### src/rtl/bcd_mod_counter_pkg.sv
// bcd_mod_counter_pkg: shared BCD helpers and time-field limits for the alarm-clock counters
//   BCD_W(d)  width in bits of a d-digit BCD vector
//   to_bcd    integer to 4-digit BCD, for elaboration-time constants only
`define BCD_W(d) (4*(d))
package bcd_mod_counter_pkg;
  localparam int SEC_MAX  = 59;
  localparam int MIN_MAX  = 59;
  localparam int HR24_MAX = 23;
  localparam int HR12_MIN = 1;
  localparam int HR12_MAX = 12;
  function automatic logic [15:0] to_bcd(input int v);
    logic [15:0] r;
    r = '0;
    for (int i = 0; i < 4; i++) begin
      r[4*i+:4] = 4'(v % 10);
      v = v / 10;
    end
    return r;
  endfunction
endpackage

### src/rtl/bcd_mod_counter_if.sv
// bcd_mod_counter_if: request/result bundle of one BCD counter stage
//   master: drives Enable, Sclr, LD, D_IN, Cnt, Dir; reads COUNT, TC, LD_ERR
//   slave:  the counter itself
interface bcd_mod_counter_if #(parameter int DIGITS = 2);
  logic Enable, Sclr, LD, Cnt, Dir, TC, LD_ERR;
  logic [`BCD_W(DIGITS)-1:0] D_IN, COUNT;
  modport master(output Enable, Sclr, LD, D_IN, Cnt, Dir, input COUNT, TC, LD_ERR);
  modport slave(input Enable, Sclr, LD, D_IN, Cnt, Dir, output COUNT, TC, LD_ERR);
endinterface

### src/rtl/bcd_mod_counter_digit.sv
// bcd_digit: one BCD digit stepped up or down when cin is set
//   digit/dir/cin in; next digit and carry/borrow cout out
module bcd_digit (
  input  logic [3:0] digit,
  input  logic       dir,
  input  logic       cin,
  output logic [3:0] next,
  output logic       cout
);
  logic edge_val;
  always_comb begin
    edge_val = dir ? digit == 4'd9 : digit == 4'd0;
    cout = cin & edge_val;
    next = !cin ? digit : edge_val ? (dir ? 4'd0 : 4'd9) : dir ? digit + 4'd1 : digit - 4'd1;
  end
endmodule

### src/rtl/bcd_mod_counter.sv
// bcd_mod_counter: multi-digit BCD counter over [MIN_VALUE, MAX_VALUE] with load, clear and cascade TC
//   Clk  rising-edge clock
//   Clr  asynchronous active-low reset to MIN_VALUE
//   bus  slave side of bcd_mod_counter_if (requests in; COUNT, TC, LD_ERR out)
module bcd_mod_counter
  import bcd_mod_counter_pkg::*;
#(
  parameter int DIGITS    = 2,
  parameter int MAX_VALUE = SEC_MAX,
  parameter int MIN_VALUE = 0
) (
  input logic Clk,
  input logic Clr,
  bcd_mod_counter_if.slave bus
);
  localparam int W = `BCD_W(DIGITS);
  localparam logic [W-1:0] MAX_BCD = W'(to_bcd(MAX_VALUE));
  localparam logic [W-1:0] MIN_BCD = W'(to_bcd(MIN_VALUE));
  function automatic logic is_bcd(input logic [W-1:0] v);
    is_bcd = 1'b1;
    for (int i = 0; i < DIGITS; i++) if (v[4*i+:4] > 4'd9) is_bcd = 1'b0;
  endfunction
  logic [W-1:0] count, step;
  logic [DIGITS:0] c;
  logic at_end, ld_ok, ld_err;
  assign c[0] = 1'b1;
  for (genvar i = 0; i < DIGITS; i++) begin : g_dig
    bcd_digit u_dig (
      .digit(count[4*i+:4]),
      .dir  (bus.Dir),
      .cin  (c[i]),
      .next (step[4*i+:4]),
      .cout (c[i+1])
    );
  end
  // BCD vectors with legal nibbles order the same as their decimal values
  always_comb begin
    at_end = bus.Dir ? count == MAX_BCD : count == MIN_BCD;
    ld_ok = is_bcd(bus.D_IN) && bus.D_IN >= MIN_BCD && bus.D_IN <= MAX_BCD;
  end
  always_ff @(posedge Clk or negedge Clr)
    if (!Clr) begin
      count  <= MIN_BCD;
      ld_err <= 1'b0;
    end else if (bus.Enable) begin
      ld_err <= ~bus.Sclr & bus.LD & ~ld_ok;
      count  <= bus.Sclr ? MIN_BCD :
                bus.LD   ? (ld_ok ? bus.D_IN : count) :
                bus.Cnt  ? (at_end ? (bus.Dir ? MIN_BCD : MAX_BCD) : step) : count;
    end else begin
      ld_err <= 1'b0;
    end
  assign bus.COUNT  = count;
  assign bus.LD_ERR = ld_err;
  assign bus.TC     = bus.Enable & bus.Cnt & ~bus.Sclr & ~bus.LD & at_end;
  ap_range: assert property (@(posedge Clk) disable iff (!Clr)
    is_bcd(count) && count >= MIN_BCD && count <= MAX_BCD);
  // a ripple out of the top digit only happens where the wrap override replaces it
  ap_ripple: assert property (@(posedge Clk) disable iff (!Clr) !c[DIGITS] || at_end);
endmodule

### src/flat_wrapper.sv
// flat-port wrapper written by rule: the top's interface ports become plain ports
module bcd_mod_counter_flat import bcd_mod_counter_pkg::*;
#(
  parameter int DIGITS    = 2,
  parameter int MAX_VALUE = SEC_MAX,
  parameter int MIN_VALUE = 0
)
  (Clk, Clr, bus_Enable, bus_Sclr, bus_LD, bus_D_IN, bus_Cnt, bus_Dir, bus_COUNT, bus_TC, bus_LD_ERR);
  bcd_mod_counter_if #(.DIGITS(DIGITS)) bus_i ();
  input logic Clk;
  input logic Clr;
  input wire logic [$bits(bus_i.Enable)-1:0] bus_Enable;
  input wire logic [$bits(bus_i.Sclr)-1:0] bus_Sclr;
  input wire logic [$bits(bus_i.LD)-1:0] bus_LD;
  input wire logic [$bits(bus_i.D_IN)-1:0] bus_D_IN;
  input wire logic [$bits(bus_i.Cnt)-1:0] bus_Cnt;
  input wire logic [$bits(bus_i.Dir)-1:0] bus_Dir;
  output wire logic [$bits(bus_i.COUNT)-1:0] bus_COUNT;
  output wire logic [$bits(bus_i.TC)-1:0] bus_TC;
  output wire logic [$bits(bus_i.LD_ERR)-1:0] bus_LD_ERR;
  assign bus_i.Enable = bus_Enable;
  assign bus_i.Sclr = bus_Sclr;
  assign bus_i.LD = bus_LD;
  assign bus_i.D_IN = bus_D_IN;
  assign bus_i.Cnt = bus_Cnt;
  assign bus_i.Dir = bus_Dir;
  assign bus_COUNT = bus_i.COUNT;
  assign bus_TC = bus_i.TC;
  assign bus_LD_ERR = bus_i.LD_ERR;
  bcd_mod_counter #(.DIGITS(DIGITS), .MAX_VALUE(MAX_VALUE), .MIN_VALUE(MIN_VALUE)) u_core (.Clk(Clk), .Clr(Clr), .bus(bus_i));
endmodule
### config.mk
export PLATFORM = sky130hd
export DESIGN_NAME = bcd_mod_counter_flat
export DESIGN_NICKNAME = d
export VERILOG_FILES = /design/src/rtl/bcd_mod_counter_pkg.sv /design/src/rtl/bcd_mod_counter_if.sv /design/src/rtl/bcd_mod_counter_digit.sv /design/src/rtl/bcd_mod_counter.sv /design/src/flat_wrapper.sv
export SDC_FILE = /design/constraint.sdc
export NUM_CORES = 1
export LEC_CHECK = 0
export CAP_MARGIN = 20
export CORE_MARGIN = 4
export CORE_UTILIZATION = 40
export CTS_CLUSTER_SIZE = 40
export DETAILED_ROUTE_END_ITERATION = 8
export HOLD_SLACK_MARGIN = 0.15
export MAX_ROUTING_LAYER = met4
export PLACE_DENSITY = 0.69
export RECOVER_POWER = 100
export SLEW_MARGIN = 20
export SYNTH_ARGS = -nofsm -noshare
export SYNTH_HDL_FRONTEND = slang
export SYNTH_SLANG_ARGS = --single-unit
### constraint.sdc
create_clock -name Clk -period 2.3 [get_ports Clk]
set_clock_uncertainty 0.05 [all_clocks]
set_input_delay 0.46 -clock Clk [delete_from_list [all_inputs] [get_ports Clk]]
set_output_delay 0.46 -clock Clk [all_outputs]
set_load 0.005 [all_outputs]
Yosys cells after proc, flatten, opt, wreduce, memory -nomap -nowiden
Cells that the tools add are included.
{ "word_totals": {"ff_bits": 9, "word_cells": 51} }
{ "classes": {"addsub": 4, "order_cmp": 4, "eq_ne": 4, "mux": 18, "n_bitwise": 9, "n_reduce_logical": 9} }
{ "ops": {"columns": ["op", "n"], "rows": [
  ["2-to-1 mux 8 bit", 5],
  ["2-to-1 mux 4 bit", 6],
  ["adder 4 x 1 -> 4 bit (second input constant)", 2],
  ["== test 4 bit (second input constant)", 2],
  ["== test 8 x 7 -> 1 bit (second input constant)", 1],
  [">= comparator 8 x 1 -> 1 bit (second input constant)", 1],
  ["> comparator 4 bit (second input constant)", 2],
  ["less-or-equal comparator 8 x 7 -> 1 bit (second input constant)", 1],
  ["zero test 4 bit", 2],
  ["zero test 8 bit", 1],
  ["subtractor 4 x 1 -> 4 bit (second input constant)", 2],
  ["2-to-1 mux 7 bit", 1],
  ["bitwise AND 1 bit", 6],
  ["2-to-1 mux 1 bit", 6],
  ["AND reduction 4 bit", 1],
  ["nonzero test 4 bit", 1],
  ["inequality test 3 x 2 -> 1 bit (second input constant)", 1],
  ["inverter 1 bit", 3],
  ["AND reduction 3 bit", 1],
  ["nonzero test 3 bit", 1],
  ["logical AND 1 bit", 2]
]} }

Depth between registers and ports, before layout
Gate-level depths: netlist of run 1.
{ "logic_depth": {"word_depth": 8, "ltp_mapped": 8, "ltp_nobuf": 7} }

Cells and area by module
Synthesis of run 1 repeated with hierarchy kept, for this count alone.
{ "unflattened": {"cells_unflattened": 108, "area_unflattened_um2": 987.2} }
{ "modules_own_cells": {"columns": ["mod", "n_inst", "cells_per_inst", "area_per_inst_um2"], "rows": [
  ["bcd_mod_counter", 1, 52, 539.3],
  ["bcd_digit", 2, 28, 224.0]
]} }

Worst setup path after synthesis of run 1
No wires, ideal clock.
{ "synth_timing": {"path_type": "input port to flip-flop", "from": "input bus_Dir", "to": "register u_core.count[3] (netlist: u_core.bus.COUNT[3])", "arrival_time_ps": 1739, "t_required_ps": 2118, "path_slack_ps": 379, "cell_stages": 8, "path_buffers": 1, "path_cell_list": "buf_6 -> inv_1 -> ha_1 -> a21o_1 -> a31oi_1 -> a21oi_1 -> nor4_1 -> o22ai_1"} }
{ "synth_via": {"elab_chain_cells": 6, "elab_cells_between_ends": 10, "cone_classes": "mux: 10"} }
{ "synth_rtl": {"columns": ["item", "line_no", "rtl"], "rows": [
  ["from (decl)", "flat_wrapper.sv:17", "input wire logic [$bits(bus_i.Dir)-1:0] bus_Dir;"],
  ["2-to-1 mux 4 bit / 2-to-1 mux 1 bit (equally long branches)", "bcd_mod_counter_digit.sv:14, bcd_mod_counter_digit.sv:12", null],
  ["2-to-1 mux 4 bit", "bcd_mod_counter_digit.sv:14", "next = !cin ? digit : edge_val ? (dir ? 4'd0 : 4'd9) : dir ? digit + 4'd1 : digit - 4'd1;"],
  ["2-to-1 mux 8 bit * (2 in series)", "bcd_mod_counter.sv:49", "bus.Cnt ? (at_end ? (bus.Dir ? MIN_BCD : MAX_BCD) : step) : count;"],
  ["2-to-1 mux 8 bit *", "bcd_mod_counter.sv:48", "bus.LD ? (ld_ok ? bus.D_IN : count) :"],
  ["2-to-1 mux 8 bit *", "bcd_mod_counter.sv:47", "count <= bus.Sclr ? MIN_BCD :"],
  ["to (signal assigned)", "bcd_mod_counter.sv:47", null],
  ["to (decl)", "bcd_mod_counter.sv:23", "logic [W-1:0] count, step;"]
]} }
Every way passes the cells marked *; elsewhere a longest branch is shown, timed or not. The select of a mux whose other input is x is not followed.
A chain may end at the register's enable or synchronous reset.

Worst setup path after layout of run 1
{ "layout_timing": {"from": "input bus_LD", "to": "register u_core.count[3] (netlist: u_core.bus.COUNT[3])"} }
{ "layout_via": {"elab_chain_cells": 2, "elab_cells_between_ends": 5, "cone_classes": "eq/ne: 1; mux: 2; reduce/logical: 2"} }
{ "layout_rtl": {"columns": ["item", "line_no", "rtl"], "rows": [
  ["from (decl)", "flat_wrapper.sv:14", "input wire logic [$bits(bus_i.LD)-1:0] bus_LD;"],
  ["inequality test 3 x 2 -> 1 bit (no line), or another cell as far along", null, null],
  ["AND reduction 3 bit (no line) / 2-to-1 mux 8 bit (equally long branches)", null, null]
]} }
Several ways; a longest one is shown, not always the timed one.

==> flow_metrics.env, run 1 <==
export IMPL_power_mw=0.7490
export IMPL_cts_buffer_depth=2
export IMPL_die_area_mm2=0.002962
export IMPL_postCtsHoldBufs=0
export IMPL_globalplace_congestion=0.8744
export IMPL_synth_fa_ha_area_share_pct=10.45
export IMPL_dp_slack_ns=-0.4761
export IMPL_start_util_pct=43.06
export IMPL_synthSimpleGateAreaFrac_pct=20.46
export IMPL_switchingPower_mw=0.2799
export IMPL_core_mm2=0.002002
export IMPL_slew_violations=0
export IMPL_dp_hpwl_um=1982
export IMPL_wire_per_inst_um=13.74
export IMPL_crit_buf_inv=3
export IMPL_critPathKind="in2reg"
export IMPL_hold_viol=0
export IMPL_worstMarginPinSlew_ns=0.4591
export IMPL_cap_violations=0
export IMPL_synthMuxAreaShare_pct=1.306
export IMPL_cts_setup_buffers=0
export IMPL_worstSetupEndpointType="flop"
export IMPL_antenna_left=0
export IMPL_peakVddDrop_v=0.0002948
export IMPL_seq_area_frac_synth_pct=26.12
export IMPL_wirelength_um=2405
export IMPL_vias_per_cell=5.377
export IMPL_vias=941
export IMPL_grt_util_met1_pct=25.58
export IMPL_hold_class="in2async"
export IMPL_cp_slowest_stage_delay_ns=0.48
export IMPL_required_ns=2.44
export IMPL_startpoint_type="primary input"
export IMPL_synth_area_um2=862.1
export IMPL_synth_avg_cell_area_um2=8.535
export IMPL_dr_pass1_iters=4
export IMPL_synth_nets=122
export IMPL_crit_path_top_delay_cell="clkdlybuf4s50_1"
export IMPL_use_met3_pct=3.270
export IMPL_fmax_mhz=468.7
export IMPL_internal_power_mw=0.4691
export IMPL_p_sw_share_pct=37.37
export IMPL_grt_setup_unrepaired="no"
export IMPL_first_global_vias=979
export IMPL_grt_util_met2_pct=31.08
export IMPL_rows=16
export IMPL_p_per_area_mw_per_mm2=579.5
export IMPL_synthArstFlopShare_pct=100.0
export IMPL_clkPwrFrac_pct=17.1
export IMPL_synthToLayoutAreaGrowth_pct=49.93
export IMPL_cp_arrival_ns=2.27
export IMPL_synth_edf_count=0
export IMPL_maxSlewHeadroom_pct=69.30
export IMPL_p_comb_share_pct=54.9
export IMPL_setup_viol=0
export IMPL_synth_top_family_by_area="compound AO/OA/AOI/OAI gates"
export IMPL_drc_errors=0
export IMPL_num_fill_cells=176
export IMPL_area_sequential_um2=225.2
export IMPL_cts_tree="yes"
export IMPL_final_common_cell="buf_4"
export IMPL_reg2reg_slack_ns=0.31
export IMPL_status="complete, no violations"
export IMPL_synthCells=101
export IMPL_post_route_cells_drive_above_1_share_pct=22.30
export IMPL_yosysWarnings=0
export IMPL_critical_path_top_delay_family="buffers and inverters"
export IMPL_timing_final_crit_share_pct=92.76
export IMPL_cp_max_fo=9
export IMPL_clk_latency_ns=0.26
export IMPL_diodes=0
export IMPL_setup_slack_ns=0.1666
export IMPL_root_buffer="clkbuf_4"
export IMPL_drtIter0Drc=36
export IMPL_path_cells="clkdlybuf4s50_1 > clkbuf_1 > a31oi_1 > a21boi_2 > clkbuf_1 > o211ai_1 > o22ai_1"
export IMPL_ys_ff_latch=9
export IMPL_grt_pass1_wl_um=4222
export IMPL_final_nets=170
export IMPL_p_seq_share_pct=27.9
export IMPL_reg2reg_depth=8
export IMPL_crit_top_cell="clkbuf_1"
export IMPL_pin_count=25
export IMPL_die_w_um=54.43
export IMPL_io_buffers=24
export IMPL_reg2reg_from="u_core.bus.COUNT[0]"
export IMPL_die_h_um=54.43
export IMPL_grt_busiest_layer="met2"
export IMPL_antenna_found_initial=0
export IMPL_p_leak_nw=0.6041
export IMPL_synth_cell_types=42
export IMPL_cts_max_level=1
export IMPL_synthFlopType="dfrtp_1"
export IMPL_synth_xor_area_share_pct=4.064
export IMPL_path_clk_slew_ns=0.07
export IMPL_period_minus_slack_ns=2.133
export IMPL_multiInputGateArea_um2=574.3
export IMPL_gr_total_overflow=0
export IMPL_track_usage_pct=20.09
export IMPL_cts_inserted_buffers=3
export IMPL_worstReg2RegEnd="u_core.bus.COUNT[2]"
export IMPL_numClockSinks=9
export IMPL_synth_compound_area_share_pct=29.61
export IMPL_final_cell_mix="buf_4, clkdlybuf4s50_1, nand2_1, inv_1"
export IMPL_grt_max_degree=10
==> worst max path at each step <==
stage	startpoint	endpoint	depth (start not counted)
6_report	bus_LD	u_core.bus.COUNT[3]	7
4_1_cts	bus_Dir	bus_TC	6
5_1_grt	bus_LD	u_core.bus.COUNT[0]	6
3_3_place_gp	bus_Dir	bus_TC	6
2_1_floorplan	bus_Dir	u_core.bus.COUNT[3]	8
3_5_place_dp	bus_Dir	bus_TC	6
==> synthesized netlist by cell type (3+ instances only) <==
cell / n / area share, %
nand2_1: 11 / 4.8
inv_1: 10 / 4.4
dfrtp_1: 9 / 26
nor2_1: 9 / 3.9
a21oi_1: 5 / 2.9
ha_1: 4 / 5.8
nor4_1: 3 / 2.2
o21ai_0: 3 / 1.7
==> sequential cells by signal, indices dropped and copies added (netlist names) <==
signal	flops
u_core.bus.COUNT	8
u_core.bus.LD_ERR	1
==> power by group through the flow <==
stage	Clock, mW	Sequential, mW	Combinational (mW)
global placement	0	0.211	0.408
detailed placement	0	0.212	0.419
finish	0.128	0.209	0.412
floorplan	0	0.223	0.204
global route	0.142	0.212	0.460
CTS	0.131	0.209	0.427
==> cell type report <==
type	count	area share, %
clock buffer	4	2.033
inverter	10	2.904
multi-input combinational	78	44.43
sequential	9	17.42
tap	27	2.614
timing repair buffer	47	30.59
==> per-layer routing <==
layer	up-vias	part of all wire (%)
met2	34	47
met5	-	0
met4	0	0.58
met3	2	6.2
li1	463	-
met1	442	46
==> worst register-to-register path, stage by stage, from the launching register on <==
cell and delay [ns]:
dfrtp_1 0.39, clkbuf_1 0.21, inv_1 0.13, fa_1 0.44
xor2_1 0.14, nor2_1 0.05, a22oi_1 0.17, nor2_1 0.05
mux2_2 0.25
==> what timing repair did <==
item / CTS / global route
resized for setup: 7 / 0
setup endpoints to repair: 4 / 0
endpoints found under the hold margin: 0 / 0
==> cell families (layout without fill, tap and decap cells) <==
kind of cell,after synthesis,after routing
adder cells (fa/ha/maj),6,6
AND/OR/NAND/NOR,34,34
flip-flops,9,9
multiplexers,1,1
AO/OA/AOI/OAI,33,33
buffers and inverters,14,61
XOR/XNOR,4,4
==> per-stage QoR <==
step / cell area (um2) / hold WS (ns) / utilization, % / instances / TNS, ns
CTS: 1308 / 0.4802 / 65.31 / 175 / 0
floorplan: 862.1 / 0.1144 / - / 101 / 0
global route: 1292 / 0.5409 / 64.56 / 175 / 0
finish: 1292 / 0.5323 / 64.56 / 175 / 0
detailed placement: 1277 / 0.5860 / 63.81 / 171 / -1.534
global placement: 1277 / 0.5885 / 63.81 / 171 / -1.409
Note: power is estimated with default switching activity, not from simulation.
==> inputs of run 2 (changes only) <==
REMOVE_ABC_BUFFERS = 1   (was unset)
==> run 2 against run 1 <==
  * Register-to-register slack about the same
  * Largest cell class unchanged
  * First-iteration DRC count decreased by 75%
  * Via count increased by 0.64%
  * Total power down 0.87%
  * Global-route usage up 0.72 points
  * Highest routed layer unchanged
  * Clock power fell by 3%
  * Worst hold slack got worse by 0.0077 ns
  * Wire length rose by 3.2%
  * Non-clock buffer count increased by 2
  * Critical endpoint is now bus_TC
  * Core utilization increased by 0.19 points
  * Die area stayed put
  * Fmax shrank 0.23%
==> flow_metrics.env, run 2 (synthesized netlist as in run 1, its figures left out) <==
export IMPL_status="complete, no violations"
export IMPL_area_sequential_um2=225.2
export IMPL_p_per_area_mw_per_mm2=572.8
export IMPL_wire_per_inst_um=14.03
export IMPL_cts_max_level=1
export IMPL_io_buffers=24
export IMPL_pin_count=25
export IMPL_globalplace_congestion=0.8931
export IMPL_synthToLayoutAreaGrowth_pct=50.36
export IMPL_antenna_left=0
export IMPL_cp_max_fo=3
export IMPL_die_h_um=54.43
export IMPL_dp_slack_ns=-0.5456
export IMPL_root_buffer="clkbuf_4"
export IMPL_p_sw_share_pct=37.62
export IMPL_core_mm2=0.002002
export IMPL_antenna_found_initial=0
export IMPL_grt_setup_unrepaired="no"
export IMPL_p_seq_share_pct=28.5
export IMPL_reg2reg_from="u_core.bus.COUNT[0]"
export IMPL_worstMarginPinSlew_ns=0.4385
export IMPL_clk_latency_ns=0.26
export IMPL_cts_inserted_buffers=3
export IMPL_p_leak_nw=0.5878
export IMPL_internal_power_mw=0.4632
export IMPL_gr_total_overflow=0
export IMPL_grt_max_degree=10
export IMPL_die_area_mm2=0.002962
export IMPL_worstReg2RegEnd="u_core.bus.COUNT[2]"
export IMPL_fmax_mhz=467.7
export IMPL_hold_class="in2async"
export IMPL_startpoint_type="primary input"
export IMPL_p_comb_share_pct=54.8
export IMPL_required_ns=1.79
export IMPL_reg2reg_slack_ns=0.30
export IMPL_critPathKind="in2out"
export IMPL_reg2reg_depth=8
export IMPL_setup_slack_ns=0.1617
export IMPL_drtIter0Drc=9
export IMPL_die_w_um=54.43
export IMPL_start_util_pct=43.06
export IMPL_fin_cells=177
export IMPL_dp_hpwl_um=2121
export IMPL_hold_viol=0
export IMPL_peakVddDrop_v=0.0003195
export IMPL_dr_pass1_iters=4
export IMPL_slew_violations=0
export IMPL_setup_viol=0
export IMPL_post_route_cells_drive_above_1_share_pct=21.33
export IMPL_wirelength_um=2483
export IMPL_num_fill_cells=194
export IMPL_final_cell_mix="clkdlybuf4s50_1, buf_4, nand2_1, inv_1, clkbuf_1"
export IMPL_grt_pass1_wl_um=4298
export IMPL_cp_arrival_ns=1.63
export IMPL_period_minus_slack_ns=2.138
export IMPL_multiInputGateArea_um2=585.6
export IMPL_first_global_vias=966
export IMPL_path_clk_slew_ns=0.06
export IMPL_clkPwrFrac_pct=16.7
export IMPL_postCtsHoldBufs=0
export IMPL_rows=16
export IMPL_cap_violations=0
export IMPL_vias=947
export IMPL_final_nets=172
export IMPL_timing_final_crit_share_pct=92.97
export IMPL_track_usage_pct=20.81
export IMPL_maxSlewHeadroom_pct=70.67
export IMPL_cts_buffer_depth=2
export IMPL_numClockSinks=9
export IMPL_largest_reg_flops=8
export IMPL_place_inst=172
export IMPL_diodes=0
export IMPL_power_mw=0.7425
export IMPL_cts_tree="yes"
export IMPL_switchingPower_mw=0.2793
export IMPL_drc_errors=0
export IMPL_vias_per_cell=5.350
export IMPL_worstSetupEndpointType="output pin"
export IMPL_final_common_cell="clkdlybuf4s50_1"
run 2: changes by cell type in the layout (fill, tap and decap cells not counted), moves of 2 or more:
cell | previous run | this run
nor4_2 | 0 | 2
buf_4 | 18 | 16
clkdlybuf4s50_1 | 14 | 19
clkbuf_1 | 5 | 10
dlygate4sd3_1 | 8 | 3
nor4_1 | 3 | 1
run 2: how the worst max path moves through the flow:
| stage | to | startpoint | slack, ns | cells after the start |
|---|---|---|---|---|
| 2_1_floorplan | u_core.bus.COUNT[3] | bus_Dir | 0.50 | 7 |
| 3_3_place_gp | bus_TC | bus_Dir | -0.51 | 6 |
| 3_5_place_dp | bus_TC | bus_Dir | -0.55 | 6 |
| 4_1_cts | bus_TC | bus_Dir | 0.04 | 6 |
| 5_1_grt | u_core.bus.COUNT[0] | bus_LD | 0.08 | 6 |
| 6_report | bus_TC | bus_Dir | 0.16 | 6 |
run 2: critical path, cell delays in order:
cell,delay (ns)
dlygate4sd2_1,0.26
and3_4,0.21
and3_4,0.18
o21ai_1,0.10
nor4_2,0.26
clkbuf_2,0.16
run 2: area by class of cell:
class,instances,area share (%)
flip-flops and latches,9,17.37
well taps,27,2.606
clock buffers,4,2.027
inverters,10,2.896
multi-input cells,78,45.17
repair buffers,49,29.92
run 2: metal layers:
layer / GRT usage [%] / up-vias / wire [um]
met1: 25.67 / 450 / 1123
met2: 35.06 / 23 / 1227
met5: - / - / 0
met4: 5.809 / 0 / 32
li1: - / 470 / -
met3: 3.270 / 4 / 99
run 2: stage by stage:
stage | instance area, um2 | util, % | hold slack (ns) | setup TNS, ns
CTS | 1309 | 65.38 | 0.4647 | 0
finish | 1296 | 64.75 | 0.5246 | 0
global placement | 1285 | 64.19 | 0.5952 | -1.466
global route | 1296 | 64.75 | 0.5493 | 0
detailed placement | 1285 | 64.19 | 0.6064 | -1.547
floorplan | 830.8 | - | 0.1144 | 0
run 2: repair_timing:
item,in CTS,in global routing
pin swaps,1,2
setup endpoints to repair,4,1
buffers inserted,0,1
resized for setup,2,5
run 2: power by group through the flow:
| stage | clock network [mW] | registers [mW] | logic [mW] |
|---|---|---|---|
| final | 0.124 | 0.212 | 0.407 |
| after global routing | 0.138 | 0.214 | 0.457 |
| after CTS | 0.128 | 0.208 | 0.430 |
| after detailed placement | 0 | 0.211 | 0.427 |
| after global placement | 0 | 0.209 | 0.413 |
| after floorplan | 0 | 0.228 | 0.187 |
==> inputs of run 3 (changes only) <==
CORE_UTILIZATION = 46   (was 40)
PLACE_DENSITY = 0.78   (was 0.69)
REMOVE_ABC_BUFFERS = unset   (was 1)
==> run 3 against run 2 <==
  * Via count is 3.3% higher
  * Global-route usage is 0.38 points higher
  * Die area is 11% lower
  * Sequential share of layout area is 0.27 points higher
  * Core utilization is 8.4 points higher
  * Wire length is 1.5% higher
  * Design area is 1.5% lower
  * Sequential cell count stayed put
  * Setup slack worse by 0.087 ns
  * Sequential power hardly changed
  * Clock power is 8% higher
  * Critical endpoint unchanged
  * Highest routed layer unchanged
==> flow_metrics.env, run 3 (synthesized netlist as in run 1, its figures left out) <==
export IMPL_final_common_cell="clkdlybuf4s50_1"
export IMPL_drtIter0Drc=17
export IMPL_cts_buffer_depth=2
export IMPL_place_inst=169
export IMPL_wirelength_um=2520
export IMPL_reg2reg_depth=7
export IMPL_hold_viol=0
export IMPL_antenna_found_initial=0
export IMPL_fmax_mhz=449.4
export IMPL_worstReg2RegEnd="u_core.bus.COUNT[6]"
export IMPL_crit_buf_inv=2
export IMPL_vias=978
export IMPL_cts_setup_buffers=0
export IMPL_internal_power_mw=0.4586
export IMPL_grt_pass1_wl_um=4071
export IMPL_first_global_vias=879
export IMPL_reg2reg_slack_ns=0.29
export IMPL_switchingPower_mw=0.2866
export IMPL_path_clk_slew_ns=0.07
export IMPL_setup_viol=0
export IMPL_antenna_left=0
export IMPL_cap_violations=0
export IMPL_peakVddDrop_v=0.0004011
export IMPL_pin_count=25
export IMPL_cts_inserted_buffers=3
export IMPL_path_depth=6
export IMPL_cp_slowest_stage_delay_ns=0.29
export IMPL_synthToLayoutAreaGrowth_pct=48.04
export IMPL_core_mm2=0.001745
export IMPL_setup_worst_path_start="bus_Dir"
export IMPL_critPathCapture="bus_TC"
export IMPL_worstSetupEndpointType="output pin"
export IMPL_status="complete, no violations"
export IMPL_setup_tns_ns=0
export IMPL_required_ns=1.79
export IMPL_vias_per_cell=5.653
export IMPL_clkPwrFrac_pct=17.9
export IMPL_path_cells="dlygate4sd2_1 > and3_4 > and3_4 > o21ai_1 > nor4_1 > dlygate4sd2_1"
export IMPL_start_util_pct=49.39
export IMPL_p_sw_share_pct=38.46
export IMPL_globalplace_congestion=0.9171
export IMPL_cp_max_fo=4
export IMPL_postCtsHoldBufs=0
export IMPL_reg2reg_from="u_core.bus.COUNT[4]"
export IMPL_cp_arrival_ns=1.71
export IMPL_gr_total_overflow=0
export IMPL_grt_max_degree=10
export IMPL_hold_class="in2async"
export IMPL_final_cell_mix="clkdlybuf4s50_1, buf_4, nand2_1, inv_1"
export IMPL_holdWs_ns=0.5200
export IMPL_critPathKind="in2out"
export IMPL_power_mw=0.7452
export IMPL_clk_latency_ns=0.27
export IMPL_p_leak_nw=0.5822
export IMPL_p_per_area_mw_per_mm2=583.9
export IMPL_diodes=0
export IMPL_numClockSinks=9
export IMPL_worstMarginPinSlew_ns=0.4611
export IMPL_track_usage_pct=21.19
export IMPL_post_route_cells_drive_above_1_share_pct=18.92
export IMPL_critical_path_top_delay_family="simple AND/OR/NAND/NOR gates"
export IMPL_wire_per_inst_um=14.57
export IMPL_startpoint_type="primary input"
export IMPL_maxSlewHeadroom_pct=69.16
export IMPL_dr_pass1_iters=4
export IMPL_p_seq_share_pct=28.8
export IMPL_dp_hpwl_um=2059
export IMPL_cts_max_level=1
export IMPL_final_nets=170
export IMPL_p_comb_share_pct=53.3
export IMPL_slew_violations=0
export IMPL_rows=15
export IMPL_crit_path_top_delay_cell="dlygate4sd2_1"
export IMPL_timing_final_crit_share_pct=96.74
export IMPL_drc_errors=0
export IMPL_largest_reg_flops=8
export IMPL_root_buffer="clkbuf_4"
export IMPL_die_area_mm2=0.002631
export IMPL_die_h_um=51.29
export IMPL_period_minus_slack_ns=2.225
export IMPL_die_w_um=51.29
export IMPL_cts_tree="yes"
export IMPL_grt_setup_unrepaired="no"
export IMPL_io_buffers=24
export IMPL_fin_cells=173
run 3: cell types whose count changed in the layout (fill, tap and decap cells not counted), sizes merged:
cell           change
clkbuf             -2
buf                -1
clkdlybuf4s50      -1
dlygate4sd2        +1
dlygate4sd3        +1
run 3: stage by stage:
step	setup slack, ns	cell area [um2]	util [%]
2_1_floorplan	0.3792	862.1	-
3_3_place_gp	-0.4982	1275	73.05
3_5_place_dp	-0.5560	1275	73.05
4_1_cts	0.05962	1299	74.41
5_1_grt	0.004082	1276	73.12
6_report	0.07502	1276	73.12
run 3: worst min path at each step:
stage	depth (start not counted)	slack, ns	to
2_1_floorplan	0	0.11	u_core.bus.COUNT[0]
3_5_place_dp	2	0.64	u_core.bus.COUNT[2]
4_1_cts	1	0.47	u_core.bus.COUNT[7]
5_1_grt	1	0.55	u_core.bus.COUNT[6]
6_report	1	0.52	u_core.bus.COUNT[0]
3_3_place_gp	2	0.59	u_core.bus.COUNT[2]
run 3: power by group through the flow:
| stage | combinational [mW] | clock (mW) | sequential, mW |
|---|---|---|---|
| floorplan | 0.204 | 0 | 0.223 |
| global placement | 0.400 | 0 | 0.212 |
| detailed placement | 0.416 | 0 | 0.215 |
| CTS | 0.418 | 0.132 | 0.212 |
| global route | 0.436 | 0.143 | 0.218 |
| finish | 0.397 | 0.134 | 0.214 |
run 3: layout make-up:
class | count | area, um2
Timing Repair Buffer | 47 | 380.4
Fill cell | 146 | 469.2
Sequential cell | 9 | 225.2
Clock buffer | 4 | 26.28
Multi-Input combinational cell | 78 | 575.6
Tap cell | 25 | 31.28
Inverter | 10 | 37.54
run 3: metal layers:
layer,GRT usage [%],wire length [um],vias to the layer above
met5,-,0,-
met4,7.424,44,0
met3,3.207,130,7
met2,35.41,1280,33
met1,26.03,1064,468
li1,-,-,470
run 3: what timing repair did:
item | in CTS | in global routing
pin swaps | 2 | 0
endpoints found under the setup margin | 3 | 1
resized for setup | 2 | 2
